$ cat src/rtl/alu_pkg.sv
// Shared definitions for the RV32I ALU decode stage: op codes, opcode/funct7
// constants and the decoded-entry payload.
package alu_pkg;

    localparam int unsigned XLEN  = 32;
    localparam int unsigned OP_W  = 5;
    localparam int unsigned REG_W = 5;
    localparam int unsigned IMM_W = 12;

    localparam logic [OP_W-1:0] ALU_ADD   = 5'd0;
    localparam logic [OP_W-1:0] ALU_SUB   = 5'd1;
    localparam logic [OP_W-1:0] ALU_SLL   = 5'd2;
    localparam logic [OP_W-1:0] ALU_SLT   = 5'd3;
    localparam logic [OP_W-1:0] ALU_SLTU  = 5'd4;
    localparam logic [OP_W-1:0] ALU_XOR   = 5'd5;
    localparam logic [OP_W-1:0] ALU_SRL   = 5'd6;
    localparam logic [OP_W-1:0] ALU_SRA   = 5'd7;
    localparam logic [OP_W-1:0] ALU_OR    = 5'd8;
    localparam logic [OP_W-1:0] ALU_AND   = 5'd9;
    localparam logic [OP_W-1:0] ALU_ADDI  = 5'd10;
    localparam logic [OP_W-1:0] ALU_SLLI  = 5'd11;
    localparam logic [OP_W-1:0] ALU_SLTI  = 5'd12;
    localparam logic [OP_W-1:0] ALU_SLTUI = 5'd13;
    localparam logic [OP_W-1:0] ALU_XORI  = 5'd14;
    localparam logic [OP_W-1:0] ALU_SRLI  = 5'd15;
    localparam logic [OP_W-1:0] ALU_SRAI  = 5'd16;
    localparam logic [OP_W-1:0] ALU_ORI   = 5'd17;
    localparam logic [OP_W-1:0] ALU_ANDI  = 5'd18;

    localparam logic [6:0] OP_R    = 7'b0110011;
    localparam logic [6:0] OP_I    = 7'b0010011;
    localparam logic [6:0] F7_ZERO = 7'b0000000;
    localparam logic [6:0] F7_ALT  = 7'b0100000;

    typedef struct packed {
        logic [OP_W-1:0]  alu_op;
        logic [REG_W-1:0] rs1;
        logic [REG_W-1:0] rs2;
        logic [REG_W-1:0] rd;
        logic [IMM_W-1:0] imm;
        logic             wb_en;
        logic             illegal;
    } dec_entry_t;

endpackage

$ cat src/rtl/alu_decode_logic.sv
// Combinational decode of one RV32I R-type / I-type ALU instruction into a
// buffer entry plus a legal flag.
module alu_decode_logic
    import alu_pkg::*;
(
    input  logic [XLEN-1:0] instr,
    output dec_entry_t      entry,
    output logic            legal
);

    logic [6:0] opcode;
    logic [2:0] funct3;
    logic [6:0] funct7;

    assign opcode = instr[6:0];
    assign funct3 = instr[14:12];
    assign funct7 = instr[31:25];

    always_comb begin
        entry         = '0;
        legal         = 1'b0;
        entry.rs1     = instr[19:15];
        entry.rd      = instr[11:7];
        if (opcode == OP_R) begin
            entry.rs2 = instr[24:20];
            if (funct7 == F7_ZERO) begin
                legal = 1'b1;
                case (funct3)
                    3'b000:  entry.alu_op = ALU_ADD;
                    3'b001:  entry.alu_op = ALU_SLL;
                    3'b010:  entry.alu_op = ALU_SLT;
                    3'b011:  entry.alu_op = ALU_SLTU;
                    3'b100:  entry.alu_op = ALU_XOR;
                    3'b101:  entry.alu_op = ALU_SRL;
                    3'b110:  entry.alu_op = ALU_OR;
                    default: entry.alu_op = ALU_AND;
                endcase
            end else if (funct7 == F7_ALT) begin
                if (funct3 == 3'b000) begin
                    legal        = 1'b1;
                    entry.alu_op = ALU_SUB;
                end else if (funct3 == 3'b101) begin
                    legal        = 1'b1;
                    entry.alu_op = ALU_SRA;
                end
            end
        end else if (opcode == OP_I) begin
            entry.imm = instr[31:20];
            legal     = 1'b1;
            case (funct3)
                3'b000:  entry.alu_op = ALU_ADDI;
                3'b010:  entry.alu_op = ALU_SLTI;
                3'b011:  entry.alu_op = ALU_SLTUI;
                3'b100:  entry.alu_op = ALU_XORI;
                3'b110:  entry.alu_op = ALU_ORI;
                3'b111:  entry.alu_op = ALU_ANDI;
                3'b001: begin
                    legal        = (funct7 == F7_ZERO);
                    entry.alu_op = ALU_SLLI;
                end
                default: begin
                    legal        = (funct7 == F7_ZERO) || (funct7 == F7_ALT);
                    entry.alu_op = (funct7 == F7_ALT) ? ALU_SRAI : ALU_SRLI;
                end
            endcase
        end

        // Unsupported encodings carry no operation and never write back.
        if (!legal) begin
            entry.alu_op = ALU_ADD;
            entry.rs2    = '0;
            entry.imm    = '0;
        end
        entry.wb_en   = legal && (entry.rd != '0);
        entry.illegal = !legal;
    end

endmodule

$ cat src/rtl/alu_decode.sv
// Decode/issue stage: decoder followed by a 2-entry FIFO skid buffer.
// Optional feature macro: ALU_DEC_ILLEGAL_EN (deliver unsupported encodings flagged illegal).
module alu_decode
    import alu_pkg::*;
#(
    parameter int unsigned DEPTH = 2
) (
    input  logic              clk,
    input  logic              rst,
    input  logic              flush,
    input  logic [XLEN-1:0]   instr,
    input  logic              instr_valid,
    output logic              instr_ready,
    output logic              dec_valid,
    input  logic              dec_ready,
    output logic [OP_W-1:0]   alu_op,
    output logic [REG_W-1:0]  rs1_addr,
    output logic [REG_W-1:0]  rs2_addr,
    output logic [REG_W-1:0]  rd_addr,
    output logic [IMM_W-1:0]  imm,
    output logic              wb_en,
    output logic              illegal
);

    if (DEPTH != 2) begin : g_depth_check
        $error("alu_decode supports DEPTH == 2 only");
    end

    typedef enum logic [1:0] {EMPTY = 2'd0, ONE = 2'd1, FULL = 2'd2} state_e;

    state_e     state_q, state_d;
    dec_entry_t slot0_q, slot0_d;
    dec_entry_t slot1_q, slot1_d;
    logic       dec_valid_q, dec_valid_d;
    logic       instr_ready_q, instr_ready_d;

    dec_entry_t dec_entry;
    dec_entry_t new_entry;
    logic       dec_legal;
    logic       push;
    logic       pop;

    alu_decode_logic u_logic (
        .instr (instr),
        .entry (dec_entry),
        .legal (dec_legal)
    );

    // Next-state: occupancy FSM and slot shifting; slot0 is always the head.
    always_comb begin
        state_d   = state_q;
        slot0_d   = slot0_q;
        slot1_d   = slot1_q;
        new_entry = dec_entry;
`ifdef ALU_DEC_ILLEGAL_EN
        new_entry.illegal = !dec_legal;
        push = instr_valid && instr_ready_q && !flush;
`else
        new_entry.illegal = 1'b0;
        push = instr_valid && instr_ready_q && !flush && dec_legal;
`endif
        pop = dec_valid_q && dec_ready;

        if (flush) begin
            state_d = EMPTY;
            slot0_d = '0;
            slot1_d = '0;
        end else begin
            case (state_q)
                EMPTY: begin
                    if (push) begin
                        slot0_d = new_entry;
                        state_d = ONE;
                    end
                end
                ONE: begin
                    case ({push, pop})
                        2'b10: begin
                            slot1_d = new_entry;
                            state_d = FULL;
                        end
                        2'b01: begin
                            slot0_d = '0;
                            state_d = EMPTY;
                        end
                        2'b11:   slot0_d = new_entry;
                        default: state_d = ONE;
                    endcase
                end
                FULL: begin
                    if (pop) begin
                        slot0_d = slot1_q;
                        slot1_d = '0;
                        state_d = ONE;
                    end
                end
                default: begin
                    state_d = EMPTY;
                    slot0_d = '0;
                    slot1_d = '0;
                end
            endcase
        end

        dec_valid_d   = (state_d != EMPTY);
        instr_ready_d = (state_d != FULL);
    end

    always_ff @(posedge clk) begin
        if (rst) begin
            state_q       <= EMPTY;
            slot0_q       <= '0;
            slot1_q       <= '0;
            dec_valid_q   <= 1'b0;
            instr_ready_q <= 1'b1;
        end else begin
            state_q       <= state_d;
            slot0_q       <= slot0_d;
            slot1_q       <= slot1_d;
            dec_valid_q   <= dec_valid_d;
            instr_ready_q <= instr_ready_d;
        end
    end

    assign instr_ready = instr_ready_q;
    assign dec_valid   = dec_valid_q;
    assign alu_op      = slot0_q.alu_op;
    assign rs1_addr    = slot0_q.rs1;
    assign rs2_addr    = slot0_q.rs2;
    assign rd_addr     = slot0_q.rd;
    assign imm         = slot0_q.imm;
    assign wb_en       = slot0_q.wb_en;
    assign illegal     = slot0_q.illegal;

endmodule
$ cat config.mk
export PLATFORM = sky130hd
export DESIGN_NAME = alu_decode
export DESIGN_NICKNAME = d
export VERILOG_FILES = /design/src/rtl/alu_pkg.sv /design/src/rtl/alu_decode_logic.sv /design/src/rtl/alu_decode.sv
export SDC_FILE = /design/constraint.sdc
export NUM_CORES = 1
export LEC_CHECK = 0
export BUFFER_PORTS_ARGS = -buffer_cell sky130_fd_sc_hd__buf_2
export CAP_MARGIN = 20
export CORE_AREA = 2 2 80 82
export CTS_CLUSTER_DIAMETER = 40
export DETAILED_ROUTE_END_ITERATION = 6
export DIE_AREA = 0 0 82 84
export PLACE_DENSITY = 0.81
export SYNTH_ARGS = -nofsm -noshare
export SYNTH_HDL_FRONTEND = slang
export SYNTH_HIERARCHICAL = 1
export SYNTH_SLANG_ARGS = --single-unit
$ cat constraint.sdc
create_clock -name clk -period 5.7 [get_ports clk]
set_input_delay 0.285 -clock clk [delete_from_list [all_inputs] [get_ports clk]]
set_output_delay 0.285 -clock clk [all_outputs]
set_load 0.05 [all_outputs]
; ---- Word level (Yosys, flattened, before mapping)
; Index checks and enable logic that the tools add are counted.
[totals]
ff_bits = 72
word_cells = 88
[classes]
n_eq_ne = 20
muxes = 34
bitwise = 1
reduce_logical = 16
[op_table]
columns = op, n
row1 = $pmux W34 S3, 2
row2 = $mux W34, 4
row3 = $pmux W34 S2, 1
row4 = $mux W5, 9
row5 = $mux W12, 3
row6 = $pmux W5 S7, 1
row7 = $pmux W4 S7, 1
row8 = $eq A7 B6 Y1 const B, 2
row9 = $eq A3 B3 Y1 const B, 4
row10 = $pmux W2 S3, 2
row11 = $ne A2 B2 Y1 const B, 4
row12 = $eq A7 B5 Y1 const B, 1
row13 = $logic_not A7 Y1, 1
row14 = $eq A2 B2 Y1 const B, 3
row15 = $eq A3 B2 Y1 const B, 2
row16 = $mux W1, 6
row17 = $mux W2, 3
row18 = $reduce_and A3 Y1, 2
row19 = $reduce_or A6 Y1, 1
row20 = $logic_and A1 B1 Y1, 5
row21 = $reduce_bool A5 Y1, 1
row22 = $eq A2 B1 Y1 const B, 2
row23 = $eq A3 B1 Y1 const B, 1
row24 = $logic_not A3 Y1, 1
row25 = other kinds (9), 9

; ---- Logic depth before layout (Yosys ltp)
; Gate-level depths: netlist of run 1.
[logic_depth]
word_depth = 12
depth_mapped = 12
ltp_nobuf = 9

; ---- By module
; The synthesis of run 1 kept the hierarchy.
[modules_own_cells]
columns = module, instances, cells_per_inst, area_each_um2, seq_area_each_um2
row1 = alu_decode, 1, 332, 2830.2, 1401.3
row2 = alu_decode_logic, 1, 90, 588.1, 0.0

; ---- Least setup slack after synthesis of run 1
; Ideal clock, no wire load.
[synth_path]
path_type = input to register
startpoint = input port instr[31]
endpoint = register slot1_q[14] (netlist bit)
arrival_ns = 2.125
required_ns = 5.581
path_slack_ns = 3.456
path_stages = 11
n_path_buf = 3
cell_sequence = nor4_2 > and2_1 > buf_6 > and3_2 > o21ai_4 > inv_1 > nand4b_4 > a211oi_2 > buf_4 > buf_2 > o21ai_1
[synth_via]
elab_chain_len = 9
elab_cells_between_ends = 12
[synth_lines]
columns = element, line
row1 = "start, declared", alu_decode.sv:11  ; input logic [XLEN-1:0] instr,
row2 = $eq A7 B6 Y1 or $logic_not A7 Y1 (tied branches), --
row3 = $logic_or A1 B1 Y1, alu_decode_logic.sv:62  ; legal = (funct7 == F7_ZERO) || (funct7 == F7_ALT);
row4 = $pmux W1 S2, alu_decode_logic.sv:50  ; case (funct3)
row5 = $mux W1, alu_decode_logic.sv:47  ; end else if (opcode == OP_I) begin
row6 = $mux W1 *, alu_decode_logic.sv:24  ; if (opcode == OP_R) begin
row7 = named net dec_legal, alu_decode.sv:39  ; logic dec_legal;
row8 = $logic_and A1 B1 Y1 *, alu_decode.sv:60  ; push = instr_valid && instr_ready_q && !flush && dec_legal;
row9 = $eq A2 B2 Y1 *, alu_decode.sv:77  ; case ({push, pop})
row10 = $ne A2 B2 Y1 (no line) *, --
row11 = $reduce_and A3 Y1 (no line) *, --
row12 = "end signal, assigned", alu_decode.sv:119  ; slot1_q <= slot1_d;
row13 = "end, declared", alu_decode.sv:33  ; dec_entry_t slot1_q, slot1_d;
; The timed path passes the listed nets; every way through them passes the cells marked *.
; A chain may end at the register's enable or synchronous reset.

; ---- Worst setup path after layout of run 1
[layout_path]
startpoint = input port instr[31]
endpoint = register slot1_q[5] (netlist bit)
[layout_via]
elab_chain_len = 9
elab_cells_between_ends = 15
[layout_lines]
columns = element, line
row1 = $eq A7 B6 Y1 or $logic_not A7 Y1 (tied branches), --
row2 = $logic_or A1 B1 Y1, alu_decode_logic.sv:62
row3 = $pmux W1 S2, alu_decode_logic.sv:50
row4 = $mux W1, alu_decode_logic.sv:47
row5 = $mux W1 *, alu_decode_logic.sv:24
row6 = named net dec_legal, alu_decode.sv:39
row7 = $logic_and A1 B1 Y1, alu_decode.sv:60
row8 = $eq A2 B2 Y1, alu_decode.sv:77
row9 = $ne A2 B2 Y1 (no line), --
row10 = $reduce_and A3 Y1 (no line), --
; The timed path passes the listed nets; every way through them passes the cells marked *. The select of a mux whose other input is x is not followed.

==> flow_summary.ini, run 1 <==
[outcome]
outcome = finished clean

[yosys]
ys_seq_elements = 70
synthArstFlopShare_pct = 0
yosys_warnings = 6
yosys-top-cells-count = nand2_1 (72), dfxtp_1 (70), o21ai_0 (39)
synth_cell_types = 47
yosys-top-cells-area = dfxtp_1 (41%), nand2_1 (7.9%), a22oi_1 (7.2%), o21ai_0 (5.7%), nand3_1 (5.3%)
yosysTopAreaCellShare_pct = 41.0
ys.flop_type = dfxtp_1
synth_area_um2 = 3420
yosysMostFrequentCell = nand2_1
synthesis.nets = 459
synthCells = 422
synth_edf_count = 0
synth_top_area_cell = dfxtp_1
avgSynthCellArea_um2 = 8.10
ys_seq_area_share_pct = 41.0

[power]
leakagePower_nw = 1.47
peakVddDrop_mv = 0.190
powerDensity_nw_per_um2 = 266

[critical_path]
path_max_fanout = 38
end_kind = flop
required_ps = 5970
critPathArrivalTime_ps = 3490
worst-setup-path-type = in -> reg
worstSetupStartpointType = input port

[final_layout]
multiInputGateArea_um2 = 1700
syn2layout_area_growth_pct = 12.6
fillers = 529
n_antenna_cell = 0
final_nets = 498
regArea_um2 = 1400
final_util_pct = 63.1
drive_gt1_share_pct = 22.3

[sta]
hold_viol_final = 0
rsz0062_at_grt = no
setup_violations = 0
finClkSkew_ps = 6.52
slew_viol_final = 0
period_needed_ps = 3220
slew_headroom_pct = 32.7
setup_tns_ps = 0
setup_slack_ps = 2480
period_share_pct = 56.5
fmax_mhz = 310
tightest_slew_ps = 1010

[floorplan]
die-height_um = 84
die_x_um = 82
io-pin-count = 73
die_area_um2 = 6890
rows = 29
initial_core_util_pct = 56.1
coreArea_um2 = 6100

[clock_network]
htree_levels = 3
post_cts_resized = 0
clkLatencyLatePin_ps = 340
cts_sinks = 70
clk_pin_slew_worst_paths_ps = 80
cts_buffers = 9
clockRootBuffer = clkbuf_8
cts_hold_buf = 0
cts_tree = built
clk_path_buf_depth = 2
cts_setup_buffers = 0

[drt]
detail-route-antenna-nets = 0
vias = 3138
drt-wirelength-per-cell_um = 15.2
dr.pass1.iters = 5
viasPerCell = 5.78
wl_um = 8230
drcViolationCount = 0
drt_iter0_markers = 273

[grt]
grt_overflow = 0
grt_pass1_vias = 2793
grt_max_degree = 69
grt_usage_pct = 24.7
antenna_found_initial = 0
grt_pass1_wl_um = 13100

[placed_design]
place_hpwl_um = 5260
pre_cts_slack_ps = 2200
port_buffers = 71
gp_congestion = 0.872

[run]
cap_violations = 0

[min_path]
worstHoldPathType = in -> reg
## state kept, by name (all words and copies together) (netlist names)
register,flops
slot1_q,33
imm,12
rs2_addr,5
instr_ready,1
rd_addr,5
state_q,2
dec_valid,1
alu_op,5
rs1_addr,5
wb_en,1
## final timing paths
kind                   start          end  slack [ps]  depth (start not counted)
hold reg to reg   rd_addr[4]   rd_addr[4]         450                          2
setup reg to reg  state_q[1]   slot1_q[5]        3280                          5
hold / removal     instr[15]  slot1_q[24]         180                          3
setup / recovery   instr[31]   slot1_q[5]        2480                         11
## layer usage
layer	vias up	global-route usage, %	wire [µm]
li1	1545	-	-
met1	1457	33.6	3770
met2	125	37.5	3810
met3	11	6.17	539
met4	0	8.79	119
met5	-	0	0
## layout by cell type (no fill, tap or decap), drive strengths merged, types with 2 or more instances in the layout
cell type / n
a31oi: 5
inv: 4
xnor2: 3
nor3: 4
a211oi: 2
and2: 20
and3: 5
buf: 77
nand2b: 2
xor2: 2
a21oi: 5
nor4: 2
nor2: 14
nor3b: 2
nand4: 3
o21ai: 69
a311oi: 2
clkbuf: 11
nor2b: 4
a22oi: 33
dfxtp: 70
bufinv: 3
nand2: 72
nand3: 36
## through the flow
stage / area, µm² / cells / hold WS [ps] / total power, mW
finish: 3850 / 543 / 179 / 1.02
global route: 3850 / 543 / 173 / 1.06
CTS: 3850 / 543 / 169 / 1.03
detailed placement: 3610 / 527 / 441 / 0.547
global placement: 3610 / 527 / 433 / 0.547
floorplan: 3420 / 422 / 429 / 0.533
## critical path, cell delays in order
cell,delay (ps)
buf_2,110
nor4_2,430
and2_1,390
and3_2,270
o21ai_4,80
inv_1,120
nand4b_4,190
a211oi_4,900
buf_4,470
nand3_1,110
o21ai_1,110
## logic make-up (layout without fill, tap and decap cells)
family | Yosys count | in the layout | share of synthesized area [%]
and+or+nand+nor | 170 | 170 | 25.3
AOI/OAI and AO/OA | 124 | 124 | 22.5
DFF | 70 | 70 | 41.0
buffers and inverters | 52 | 96 | 9.81
xor gates and xnor gates | 5 | 5 | 1.28
other | 1 | 1 | 0.110
## area by class of cell
| type | count | share of cell area, % |
|---|---|---|
| Sequential cell | 70 | 36.4 |
| Clock buffer | 11 | 3.41 |
| Multi-Input combinational cell | 300 | 44.2 |
| Clock inverter | 5 | 2.76 |
| Timing Repair Buffer | 77 | 10.4 |
| Inverter | 3 | 0.293 |
| Tap cell | 77 | 2.50 |
## power breakdown
group / internal, mW / switching, mW
Clock: 0.293 / 0.193
Sequential: 0.489 / 0.0000308
Combinational: 0.0169 / 0.0314
Power figures use the tool's default switching activity.
==> run 2: changes to the inputs <==
--- a/config.mk
+++ b/config.mk
@@ -7,11 +7,11 @@
 export LEC_CHECK = 0
 export BUFFER_PORTS_ARGS = -buffer_cell sky130_fd_sc_hd__buf_2
 export CAP_MARGIN = 20
-export CORE_AREA = 2 2 80 82
+export CORE_AREA = 2 2 87 89
 export CTS_CLUSTER_DIAMETER = 40
 export DETAILED_ROUTE_END_ITERATION = 6
-export DIE_AREA = 0 0 82 84
-export PLACE_DENSITY = 0.81
+export DIE_AREA = 0 0 89 91
+export PLACE_DENSITY = 0.72
 export SYNTH_ARGS = -nofsm -noshare
 export SYNTH_HDL_FRONTEND = slang
 export SYNTH_HIERARCHICAL = 1
==> constraint.sdc (replaced) <==
create_clock -name clk -period 2.6 [get_ports clk]
set_input_delay 0.13 -clock clk [delete_from_list [all_inputs] [get_ports clk]]
set_output_delay 0.13 -clock clk [all_outputs]
set_load 0.05 [all_outputs]
==> run 2 against run 1 <==
Against the previous run: clock-buffer cell count shrank 1; critical endpoint is now slot1_q[11]; critical path depth unchanged; clock skew is 1.7 ps higher; sequential cell count unchanged; largest power group unchanged; clock power is 99% higher.
==> flow_summary.ini, run 2 (synthesis results as in run 1) <==
[grt]
use_met2_pct = 31.7
grt_overflow = 0
antenna_found_initial = 0
grt_pass1_wl_um = 13400
use_met1_pct = 29.7
grt_max_degree = 68
grt_usage_pct = 20.8
grt_pass1_vias = 2875
met3_usage_pct = 4.00
grt.busiest_layer = met2

[clock_network]
cts_sinks = 70
cts_setup_buffers = 0
post_cts_resized = 0
clockRootBuffer = clkbuf_8
clk_path_buf_depth = 2
cts_buffers = 9
clkLatencyLatePin_ps = 330
htree_levels = 3
cts_hold_buf = 0
clk_pin_slew_worst_paths_ps = 80
cts_tree = built

[final_layout]
final_util_pct = 54.7
n_antenna_cell = 0
final_nets = 500
fin_area_um2 = 3900
largest_reg_flops = 33
regMostFlops = slot1_q
fillers = 706
layout_common_cells = nand2_1 (72), buf_2 (71), dfxtp_1 (70)
syn2layout_area_growth_pct = 14.1
layout_commonest_cell = nand2_1
drive_gt1_share_pct = 23.1

[critical_path]
required_ps = 2860
r2r_end = alu_op[3]
path_max_fanout = 66
worst-setup-path-type = in -> reg
end_kind = flop
worstRegToRegCells = 5
critPathArrivalTime_ps = 2400
reg2reg_from = state_q[0]
r2r_slack_ps = 900
worstSetupStartpointType = input port

[floorplan]
die-height_um = 91
coreArea_um2 = 7140
die_area_um2 = 8100
io-pin-count = 73
rows = 31
die_x_um = 89
initial_core_util_pct = 47.9

[power]
leakagePower_nw = 1.48
powerDensity_nw_per_um2 = 549
peakVddDrop_mv = 0.272
finalPower_mw = 2.14

[sta]
setup_violations = 0
hold_viol_final = 0
rsz0062_at_grt = no
slew_headroom_pct = 54.1
finClkSkew_ps = 8.20
setup_tns_ps = 0
tightest_slew_ps = 689
period_share_pct = 82.4
period_needed_ps = 2140
fmax_mhz = 466
fin_worst_hold_slack_ps = 25.8
slew_viol_final = 0

[min_path]
hold_path_depth = 3
worst_hold_startpoint = instr[18]
worstHoldPathType = in -> reg
hold_end = slot1_q[27]

[drt]
vias = 3099
drt_iter0_markers = 281
wl_um = 8200
dr.pass1.iters = 5
viasPerCell = 5.47
drt-wirelength-per-cell_um = 14.5
detail-route-antenna-nets = 0
drcViolationCount = 0

[placed_design]
placedInstanceArea_um2 = 3680
port_buffers = 71
gp_congestion = 0.857
place_hpwl_um = 5430

[outcome]
outcome = finished clean

[run]
cap_violations = 0
[run 2: changes by cell type in the layout (fill, tap and decap cells not counted), sizes merged]
cell,before,now
bufinv,3,2
clkinvlp,1,2
inv,4,3
clkbuf,11,10
clkinv,0,2
buf,77,79
[run 2: area by class of cell]
cell class / count / area (µm²) / area share (%)
Clock buffer: 10 / 138 / 3.53
Inverter: 3 / 11.3 / 0.289
Timing Repair Buffer: 79 / 440 / 11.3
Sequential cell: 70 / 1400 / 35.9
Clock inverter: 6 / 85.1 / 2.18
Multi-Input combinational cell: 300 / 1700 / 43.6
Tap cell: 99 / 124 / 3.18
[run 2: layer usage]
metal / share of wire, % / vias to the layer above
li1: - / 1546
met1: 43 / 1433
met2: 48 / 113
met3: 7.4 / 7
met4: 1.0 / 0
met5: 0 / -
[run 2: critical path, stage by stage]
cell	delay, ps
buf_2	110
nor4_2	440
a311oi_1	210
nor2_1	240
o21ai_4	120
inv_1	110
nand4b_4	190
a211oi_4	320
buf_12	280
nand3_1	120
o21ai_0	90
[run 2: metrics by stage]
step | setup WS (ps) | instances
3_5_place_dp | 137 | 551
6_report | 456 | 567
4_1_cts | 459 | 567
2_1_floorplan | 511 | 422
5_1_grt | 246 | 567
3_3_place_gp | 249 | 551
[run 2: power breakdown]
part	internal, mW	switching, mW
combinational	0.0374	0.0682
sequential	1.07	0.0000677
clock	0.563	0.403
[run 2: worst max-delay path by stage]
stage | from | to | slack, ps
CTS | instr[31] | slot1_q[11] | 460
finish | instr[31] | slot1_q[11] | 460
global placement | instr[31] | slot1_q[11] | 250
detailed placement | instr[31] | slot1_q[22] | 140
global route | instr[31] | slot1_q[28] | 250
floorplan | instr[31] | slot1_q[14] | 510
==> run 3: changes to the inputs <==
==> constraint.sdc (replaced) <==
create_clock -name clk -period 1.9 [get_ports clk]
set_input_delay 0.095 -clock clk [delete_from_list [all_inputs] [get_ports clk]]
set_output_delay 0.095 -clock clk [all_outputs]
set_load 0.05 [all_outputs]
==> run 3 against run 2 <==
Against the previous run: core utilization grew 4.4 points; die area stayed put; combinational power up 66%; clock skew rose by 2.4 ps; sequential cell count stayed put; via count increased by 3.6%; clock-buffer cell count unchanged; non-clock buffer count rose by 33; sequential power increased by 37%; clock power up 39%; final cell count is 5.8% higher; global-route usage grew 0.34 points; highest routed layer unchanged.
==> flow_summary.ini, run 3 (synthesis results as in run 1) <==
[outcome]
outcome = finished clean

[grt]
grt_pass1_wl_um = 13600
grt_pass1_vias = 2834
grt_max_degree = 68
grt_overflow = 0
grt_usage_pct = 21.2
antenna_found_initial = 0

[critical_path]
worstRegToRegCells = 6
worst-setup-path-type = in -> reg
slowest_delay_ps = 340
worstSetupStartpointType = input port
cpLargestDelayFamily = simple AND/OR/NAND/NOR gates
path_buf_inv = 4
startpoint = instr[31]
critPathArrivalTime_ps = 2100
path_max_fanout = 33
end_kind = flop
r2r_end = slot1_q[7]
required_ps = 2190
r2r_slack_ps = 280
crit_path_end = slot1_q[7]
crit_cells = 12
cp_slowest_cell = nor4_4
worstPathCellList = buf_2, nor4_4, a311oi_2, nor2_2, o21ai_4, inv_2, nand4b_4, a211oi_4, buf_4, clkbuf_16, nand3_1, o21ai_1
reg2reg_from = state_q[1]

[final_layout]
fin_area_um2 = 4210
layout_common_cells = nand2_1 (72), buf_2 (71), dfxtp_1 (70)
largest_reg_flops = 33
drive_gt1_share_pct = 26.7
regArea_um2 = 1400
regMostFlops = slot1_q
n_antenna_cell = 0
layout_commonest_cell = nand2_1
syn2layout_area_growth_pct = 23.3
final_nets = 533
fillers = 685
multiInputGateArea_um2 = 1720

[floorplan]
die-height_um = 91
coreArea_um2 = 7140
die_x_um = 89
die_area_um2 = 8100
io-pin-count = 73
rows = 31
initial_core_util_pct = 47.9

[drt]
detail-route-antenna-nets = 0
drt_iter0_markers = 215
drt-wirelength-per-cell_um = 14.2
wl_um = 8550
drcViolationCount = 0
viasPerCell = 5.35
dr.pass1.iters = 5
vias = 3210

[sta]
tightest_slew_ps = 684
fin_worst_hold_slack_ps = 22.9
hold_viol_final = 0
period_share_pct = 95.6
finClkSkew_ps = 10.6
slew_viol_final = 0
slew_headroom_pct = 54.4
fmax_mhz = 550
period_needed_ps = 1820
setup_violations = 0

[power]
peakVddDrop_mv = 0.482
powerDensity_nw_per_um2 = 708
leakagePower_nw = 1.65

[clock_network]
clockRootBuffer = clkbuf_8
cts_sinks = 70
cts_tree = built
clkLatencyLatePin_ps = 360
clk_path_buf_depth = 2
cts_buffers = 9
clk_pin_slew_worst_paths_ps = 80
htree_levels = 3

[placed_design]
gp_congestion = 0.849
port_buffers = 71
place_hpwl_um = 5540
placedInstanceArea_um2 = 3820

[min_path]
worstHoldPathType = in -> reg
worst_hold_startpoint = instr[11]

[run]
cap_violations = 0
-- run 3: cell count changes in the layout (fill, tap and decap cells not counted), sizes merged --
cell,previous run,this run
buf,79,101
dlygate4sd3,0,9
inv,3,5
clkbuf,10,12
clkinvlp,2,1
clkinv,2,1
-- run 3: area by class of cell --
cell class	count	share of cell area [%]
Inverter	3	0.267
Multi-Input combinational cell	300	40.9
Clock buffer	10	3.03
Timing Repair Buffer	112	17.4
Sequential cell	70	33.3
Tap cell	99	2.94
Clock inverter	6	2.23
-- run 3: worst min-delay path: stages --
cell	delay (ps)
buf_2	120
nand3_1	60
o21ai_1	50
-- run 3: how the worst min path moves through the flow --
stage          slack (ps)  cells past startpoint           to
2_1_floorplan         320                      3  rs1_addr[2]
3_3_place_gp          340                      3  slot1_q[24]
3_5_place_dp          340                      3  slot1_q[24]
4_1_cts                 7                      3  slot1_q[18]
5_1_grt                40                      3  slot1_q[18]
6_report               20                      3  slot1_q[18]
-- run 3: stage by stage --
| step | cells | power (mW) | util, % | worst slack [ps] | TNS [ps] |
|---|---|---|---|---|---|
| floorplan | 422 | 1.60 | - | -39.6 | -1560 |
| global placement | 570 | 1.66 | 53.5 | -165 | -8770 |
| detailed placement | 570 | 1.66 | 53.5 | -227 | -11610 |
| CTS | 595 | 3.00 | 57.9 | 124 | 0 |
| global route | 600 | 3.07 | 59.0 | -46.5 | -685 |
| finish | 600 | 2.98 | 59.0 | 83.4 | 0 |
-- run 3: per-layer routing --
layer	up-vias	wire, µm	GRT usage (%)
li1	1622	-	-
met1	1481	3940	30.2
met2	97	3900	30.8
met3	10	579	5.18
met4	0	133	7.84
met5	-	0	0
-- run 3: report_power, final --
group	total, mW	switching, mW	internal [mW]	leakage [nW]
sequential	1.47	0.0000595	1.47	0.563
combinational	0.176	0.0990	0.0773	0.984
clock	1.34	0.592	0.751	0.107
total	2.98	0.691	2.29	1.65
-- run 3: timing repair --
| item | CTS | global route |
|---|---|---|
| buffers inserted | 0 | 3 |
| endpoints found under the hold margin | 16 | 0 |
| endpoints found under the setup margin | 0 | 43 |
| gates resized for setup | 0 | 2 |
| hold buffers | 9 | 0 |
